## src/rtl/cdec8_mem_loader.sv

```systemverilog
// Program loader for an 8-bit CPU: a 256x8 memory filled over a byte stream,
// after which the CPU is released from reset and may read and write it.
module cdec8_mem_loader (
    input  logic       clock,
    input  logic       reset_N,
    input  logic [7:0] adrs,
    input  logic [7:0] wdata,
    input  logic       mmwr_en,
    output logic [7:0] rdata,
    input  logic       endseq,
    output logic       cpu_reset_N,
    input  logic       ld_start,
    input  logic       ld_valid,
    input  logic [7:0] ld_data,
    input  logic       ld_last,
    output logic       ld_ready,
    output logic [7:0] ld_count,
    output logic       ld_ovf,
    output logic [1:0] state_o,
    input  logic [7:0] dbg_ad,
    output logic [7:0] dbg_dt
);

    localparam logic [1:0] ST_IDLE = 2'd0;
    localparam logic [1:0] ST_LOAD = 2'd1;
    localparam logic [1:0] ST_RUN  = 2'd2;
    localparam logic [1:0] ST_DONE = 2'd3;

    logic [1:0] r_state;
    logic [1:0] w_next_state;
    logic [7:0] r_ptr;
    logic [7:0] r_count;
    logic       r_ovf;
    logic       r_cpu_rst_n;
    logic [7:0] r_mem [0:255];

    logic       w_ld_ready;
    logic       w_accept;
    logic       w_load_entry;
    logic       w_cpu_wr;

    assign w_accept     = w_ld_ready & ld_valid;
    assign w_load_entry = (r_state != ST_LOAD) & ld_start;
    assign w_cpu_wr     = (r_state == ST_RUN) & mmwr_en;

    // State register
    always_ff @(posedge clock or negedge reset_N) begin
        if (!reset_N) begin
            r_state <= ST_IDLE;
        end else begin
            r_state <= w_next_state;
        end
    end

    // Next-state logic; ld_start outranks endseq in RUN
    always_comb begin
        w_next_state = r_state;
        case (r_state)
            ST_IDLE: if (ld_start) w_next_state = ST_LOAD;
            ST_LOAD: if (w_accept && ld_last) w_next_state = ST_RUN;
            ST_RUN: begin
                if (ld_start) begin
                    w_next_state = ST_LOAD;
                end else if (endseq) begin
                    w_next_state = ST_DONE;
                end
            end
            ST_DONE: if (ld_start) w_next_state = ST_LOAD;
            default: w_next_state = ST_IDLE;
        endcase
    end

    // Output logic
    always_comb begin
        w_ld_ready = 1'b0;
        if (r_state == ST_LOAD) begin
            w_ld_ready = 1'b1;
        end
    end

    always_ff @(posedge clock or negedge reset_N) begin
        if (!reset_N) begin
            r_ptr   <= 8'd0;
            r_count <= 8'd0;
            r_ovf   <= 1'b0;
        end else if (w_load_entry) begin
            r_ptr   <= 8'd0;
            r_count <= 8'd0;
            r_ovf   <= 1'b0;
        end else if (w_accept) begin
            r_ptr   <= r_ptr + 8'd1;
            r_count <= r_count + 8'd1;
            if ((r_ptr == 8'hFF) && !ld_last) begin
                r_ovf <= 1'b1;
            end
        end
    end

    // CPU reset follows the state one cycle late, so it releases the cycle after RUN is entered
    always_ff @(posedge clock or negedge reset_N) begin
        if (!reset_N) begin
            r_cpu_rst_n <= 1'b0;
        end else begin
            r_cpu_rst_n <= (r_state == ST_RUN) || (r_state == ST_DONE);
        end
    end

    // Memory has no reset so loaded bytes survive an aborted load
    always_ff @(posedge clock) begin
        if (w_accept) begin
            r_mem[r_ptr] <= ld_data;
        end else if (w_cpu_wr) begin
            r_mem[adrs] <= wdata;
        end
    end

    assign rdata       = r_mem[adrs];
    assign dbg_dt      = r_mem[dbg_ad];
    assign cpu_reset_N = r_cpu_rst_n;
    assign ld_ready    = w_ld_ready;
    assign ld_count    = r_count;
    assign ld_ovf      = r_ovf;
    assign state_o     = r_state;

endmodule

```

## config.mk

```make
export PLATFORM = sky130hd
export DESIGN_NAME = cdec8_mem_loader
export DESIGN_NICKNAME = d
export VERILOG_FILES = /design/src/rtl/cdec8_mem_loader.sv
export SDC_FILE = /design/constraint.sdc
export NUM_CORES = 2
export LEC_CHECK = 0
export ABC_CLOCK_PERIOD_IN_PS = 7100
export CORE_UTILIZATION = 35
export DETAILED_ROUTE_END_ITERATION = 8
export PLACE_DENSITY = 0.45
export SLEW_MARGIN = 20
export SYNTH_ARGS = -nofsm -noshare
export SYNTH_HDL_FRONTEND = slang
export SYNTH_SLANG_ARGS = --single-unit
```

## constraint.sdc

```tcl
create_clock -name clock -period 7.1 [get_ports clock]
set_input_delay 1.775 -clock clock [delete_from_list [all_inputs] [get_ports clock]]
set_output_delay 1.775 -clock clock [all_outputs]
set_load 0.02 [all_outputs]
```

== Yosys cells after proc, flatten, opt, wreduce, memory -nomap -nowiden ==
Memory sizes are Yosys's and may differ from the RTL's.
Cells that the tools add are included.

* $add $sub $neg: 2
* Equal/unequal tests: 8
* Multiplexer cells: 21
* Bitwise logic cells: 3
* Reductions and logical operators: 11

{| class="wikitable"
|+ Operators with widths
! operator !! count
|-
| 8-bit two-way mux || 6
|-
| 8-bit by 1-bit adder with 8-bit output (second input constant) || 2
|-
| 1-bit two-way mux || 10
|-
| 8-bit equality test (second input constant) || 1
|-
| 2-bit two-way mux || 4
|-
| 8-bit OR reduction || 1
|-
| 2-bit one-hot mux with 3 select lines || 1
|-
| 2-bit equality test (second input constant) || 2
|-
| 2-bit by 1-bit inequality test with 1-bit output (second input constant) || 2
|-
| 2-bit nonzero test || 2
|-
| 1-bit bitwise AND || 3
|-
| 3-bit inequality test (second input constant) || 1
|-
| 3-bit AND reduction || 1
|-
| 2-bit by 1-bit equality test with 1-bit output (second input constant) || 1
|-
| 1-bit logical AND || 2
|-
| 2-bit logical NOT || 1
|-
| 2-bit inequality test (second input constant) || 1
|-
| 2-bit AND reduction || 1
|-
| 2-bit OR reduction || 1
|-
| 1-bit logical NOT || 1
|-
| 1-bit logical OR || 1
|}

* Register bits: 20
* Bits in writable memories: 2048
* Input bits: 39
* Output and inout bits: 29
* Memories kept: 1

{| class="wikitable"
|+ Memory list
! name !! depth !! width !! rd ports !! clocked after Yosys merged registers in !! write ports !! RTL line !! text
|-
| r_mem || 256 || 8 || 2 || 0 || 1 || 35 || <nowiki>logic [7:0] r_mem [0:255];</nowiki>
|}

== Logic depth before layout (Yosys ltp) ==
* Depth after elaboration: 7
* Depth in mapped cells: 12

== Least setup slack after synthesis ==
No wires, ideal clock.

* Path type: input to register
* Start: input ld_valid
* End: memory r_mem[0][0], data pin
* Setup time: 0.825 ns
* Data arrival time: 5.592 ns
* Slack: 0.683 ns
* Cell stages on the path: 6
* Path buffers: 2
* Cell sequence: nand2_1 > and3_1 > buf_2 > buf_2 > nand2_1 > nand2_1

* Longest elaborated chain between the ends: 5

{| class="wikitable"
|+ Ends and longest elaborated chain
! element !! RTL line !! text
|-
| start: declaration || 13 || <nowiki>input logic ld_valid,</nowiki>
|-
| 1-bit bitwise AND || 42 || <nowiki>assign w_accept = w_ld_ready & ld_valid;</nowiki>
|-
| 1-bit two-way mux || 110 || <nowiki>if (w_accept) begin</nowiki>
|-
| 1-bit two-way mux (implied by the code) || 113 || <nowiki>r_mem[adrs] <= wdata;</nowiki>
|-
| 8-bit OR reduction (no line) || -- ||
|-
| 8-bit two-way mux (no line) || -- ||
|-
| end: declaration || 35 ||
|}

No other way between the ends.

== Worst setup path after layout ==
* Start: input dbg_ad[2]
* End: output dbg_dt[2]

* Longest elaborated chain between the ends: 1

{| class="wikitable"
|+ Ends and longest elaborated chain
! element !! RTL line !! text
|-
| start: declaration || 20 || <nowiki>input logic [7:0] dbg_ad,</nowiki>
|-
| memory 256 x 8 bit || -- ||
|-
| end: declaration || 21 || <nowiki>output logic [7:0] dbg_dt</nowiki>
|}

No other way between the ends.

==> results.txt <==
* Result of the run: finished, violations left
- The final reports fail on setup timing.
* Setup crit end kind: output port
* Max-cap violation count: 0
- The number of different library cells used by synthesis comes to 74.
- Commonest non-fill, non-tap cells in the layout: sky130_fd_sc_hd__edfxtp_1, sky130_fd_sc_hd__mux4_2, sky130_fd_sc_hd__buf_4
* Critical Path, Cell by Cell: buf_4 > and2_2 > buf_12 > a22oi_1 > a21oi_1 > nor4b_1 > buf_4 > and2_1 > nor4_2 > buf_4 > buf_12
- At the worst endpoint, the arrival time is 5.41 ns.
- The floorplan has 193 rows.
- Capturing instance or port of the critical path: dbg_dt[2]
- The share of total power dissipated in combinational logic is 0.121.
- Counting every instance in the synthesized netlist gives 5283.
* Worst clock skew: 0.0692 ns
- At the end of the flow the core is filled with cells to 0.413.
- # IOs: 68
- Routed via count divided by cell count: 6.17
- For the pin with the worst max-slew slack, the measured transition is 1.18 ns.
* Setup Viol. Count Final: 3
- Critical Path Max Stage Delay: 0.67 ns
* Largest delay contributor family on the critical path: simple AND/OR/NAND/NOR gates
- Counting buffers and inverters, the worst setup path is 11 cells deep.
* Endpoint of the lowest-slack register-to-register path: r_mem[221][7]
* Total global routing track utilization: 0.266
- Critical path peak fanout: 29
- Worst supply voltage drop on vdd: 0.223 mV
- Hold Worst Slack: 0.508 ns
* R2R Setup Slk: 2.45 ns
- Buffer type at the clock tree root: sky130_fd_sc_hd__clkbuf_16
* Via total after detailed routing: 60200
* Max transition margin: 0.213
- In this run, synthesis inferred 2048 flip-flops with an integrated enable.
* CP startpoint: dbg_ad[2]
* H-tree levels: 4
* Portion of the post-synthesis area used by sequential elements: 0.638
- Number of buffers inserted during clock tree synthesis: 238
- The area growth from synthesis to layout is 17.4%.
* Effective utilization at floorplan: 0.352
- The worst setup path is launched from an input pin.
- The analysis attributes to cell leakage a power of 36.7 nW.
* Required time worst endpoint: 5.33 ns
- After layout, the minimum clock period comes to 7.19 ns.
* Worst r2r path cells: 8
* Number of max-slew violations in the final report: 0
- Nets: 5914
- Post-synthesis net count: 5327
- Classification of the worst-slack hold path: reg -> reg
* Final worst slack: -0.0859 ns
* Number of failing hold endpoints at the final stage: 0
- Clock tree from TritonCTS: yes
* Antenna violations before repair: 20
* Ys async rst share: 0.00967
* Wire length after detailed routing: 376 mm
- Clock latency on the worst-skew pair, taken at its later pin, is 0.91 ns.
- The floorplan step set the die width to 529 um.
- Synth Register Bits: 2068
- Warnings, synthesis: 0
* Sum of negative setup slack: -0.171 ns
* Cell occurring most often along the worst timing path: sky130_fd_sc_hd__buf_4
- Of the total power, the share spent switching nets is 0.257.
- The cell area that synthesis handed to floorplanning was 97200 um^2.
- The number of global-route vias before repair was 59700.
- The first detailed-routing pass took 6 iterations.
- Buffers inserted to repair hold after CTS numbered 0.
- Summed over all layers, the global routing overflow is 0.
- The wire-length estimate of the detail-placed layout is 264 mm.
- The internal power of the cells totals 21.8 mW.
* Core ar.: 276000 um^2
* Cell with the biggest individual delay on the critical path: sky130_fd_sc_hd__nor4_2
* Avg Cell Area, Syn: 18.4 um^2
- Part of the power in registers: 0.472
- Clock slew at reported path FFs: 0.06 ns
- Entering global routing, the biggest net connects 141 pins.
- Die Footprint: 280000 um^2
* Cell type contributing the most total cell area after synthesis: sky130_fd_sc_hd__edfxtp_1
- Routed length per placed instance: 38.5 um
- The analysis attributes to net switching a power of 7.54 mW.
* Number of buffers on the longest clock path: 4
* Number of remaining DRC errors: 0
- Number of nets with antenna violations after detailed routing: 0
- Number of sinks driven by the clock tree: 2068
- WS Path Type: in -> out
- The number of buffers and inverters on the critical path is 5.
* Routability congestion estimate: 0.975
- PD cells: 257 nW/um^2
* Die extent in y: 529 um
- Part of the total power dissipated in the clock network: 0.407
- In the final layout, the share of cells above drive strength 1 is 0.339.
- Buffers placed on the I/O ports in this run total 67.
- Post-synth top flop: sky130_fd_sc_hd__edfxtp_1
- Initial drt markers: 8059
* Post-synth top area share: 0.633
* First-pass GRT wire length: 510 mm
- Of the available clock period, the critical path in the final layout requires 1.01.
* Startpoint of the most critical register-to-register path: state_o[0]
* Maximum clock frequency: 139 MHz
- The library cell used most frequently in the layout, excluding fill and tap cells, is sky130_fd_sc_hd__edfxtp_1.
* Top cells by area, synth: sky130_fd_sc_hd__edfxtp_1, sky130_fd_sc_hd__mux4_2, sky130_fd_sc_hd__mux2i_1
- Prior to clock tree synthesis, the placed netlist has a worst setup slack of -0.567 ns.
## worst min path at each step
stage / startpoint / end / depth (start not counted)
2_1_floorplan: r_ptr[7] / r_ptr[7] / 1
3_3_place_gp: ld_count[7] / ld_count[7] / 1
3_5_place_dp: ld_count[7] / ld_count[7] / 1
4_1_cts: ld_count[7] / ld_count[7] / 1
5_1_grt: ld_count[7] / ld_count[7] / 1
6_report: ld_count[7] / ld_count[7] / 1
## synthesized netlist by cell type, drive strengths merged (5+ instances only)
library cell / instances
a211oi: 20
a21boi: 8
a21oi: 187
a221oi: 28
a22o: 28
a22oi: 310
a31oi: 26
and2: 14
and3: 12
and3b: 6
buf: 276
clkbuf: 151
dfrtp: 20
edfxtp: 2048
ha: 5
inv: 9
mux2: 8
mux2i: 329
mux4: 867
nand2: 138
nand2b: 14
nand3: 30
nand3b: 10
nand4: 11
nor2: 317
nor2b: 18
nor3: 34
nor3b: 7
nor4: 33
nor4b: 5
o211ai: 23
o21ai: 49
o221ai: 81
o22a: 8
o22ai: 50
o31ai: 7
o32ai: 14
or2: 26
or3: 18
## per-stage QoR
step | area (um^2) | total power, mW | instances
floorplan | 97200 | 16.0 | 5283
global placement | 106000 | 17.6 | 9331
detailed placement | 107000 | 17.6 | 9334
CTS | 114000 | 29.5 | 9755
global route | 114000 | 30.1 | 9757
finish | 114000 | 29.4 | 9759
## repair_timing
item	CTS	global route
resized for setup	13	5
setup buffers	0	0
endpoints found under the setup margin	9	5
## cell type report
cell class / count / area, um^2
Antenna cell: 3 / 7.51
Clock buffer: 289 / 6240
Clock inverter: 132 / 1170
Fill cell: 24800 / 162000
Inverter: 10 / 37.5
Multi-Input combinational cell: 2777 / 32800
Sequential cell: 2068 / 62000
Tap cell: 3705 / 4640
Timing Repair Buffer: 775 / 7260
## power groups by stage
stage	Combinational [mW]	Clock (mW)	Sequential, mW
3_5_place_dp	3.51	0	14.1
6_report	3.54	12.0	13.9
5_1_grt	3.65	12.6	13.9
2_1_floorplan	1.68	0	14.3
3_3_place_gp	3.49	0	14.1
4_1_cts	3.53	12.1	13.9
## per-layer routing
layer	routed length [um]	share of wire	global-route usage	vias to the layer above
met5	28	0.000074	0	-
met4	12200	0.032	0.0800	6
met3	34700	0.092	0.0542	510
met2	170000	0.45	0.407	3106
met1	159000	0.42	0.380	32800
li1	-	-	-	23800
## sequential cells by signal, indices dropped and copies added (netlist names)
| register | count |
|---|---|
| r_mem | 2048 |
| ld_count | 8 |
| r_ptr | 8 |
| state_o | 2 |
| cpu_reset_N | 1 |
| ld_ovf | 1 |
## cells by family (layout without fill, tap and decap cells)
kind of cell,after synthesis,count (layout),share of synthesized area
multiplexers,1204,1204,0.236
buffers and inverters,438,1206,0.0294
AND/OR/NAND/NOR,695,695,0.0328
XOR/XNOR,3,3,0.000270
adder cells (fa/ha/maj),5,5,0.000644
flip-flops,2068,2068,0.638
AO/OA/AOI/OAI,870,870,0.0629
other,0,3,0
Power figures use the tool's default switching activity.
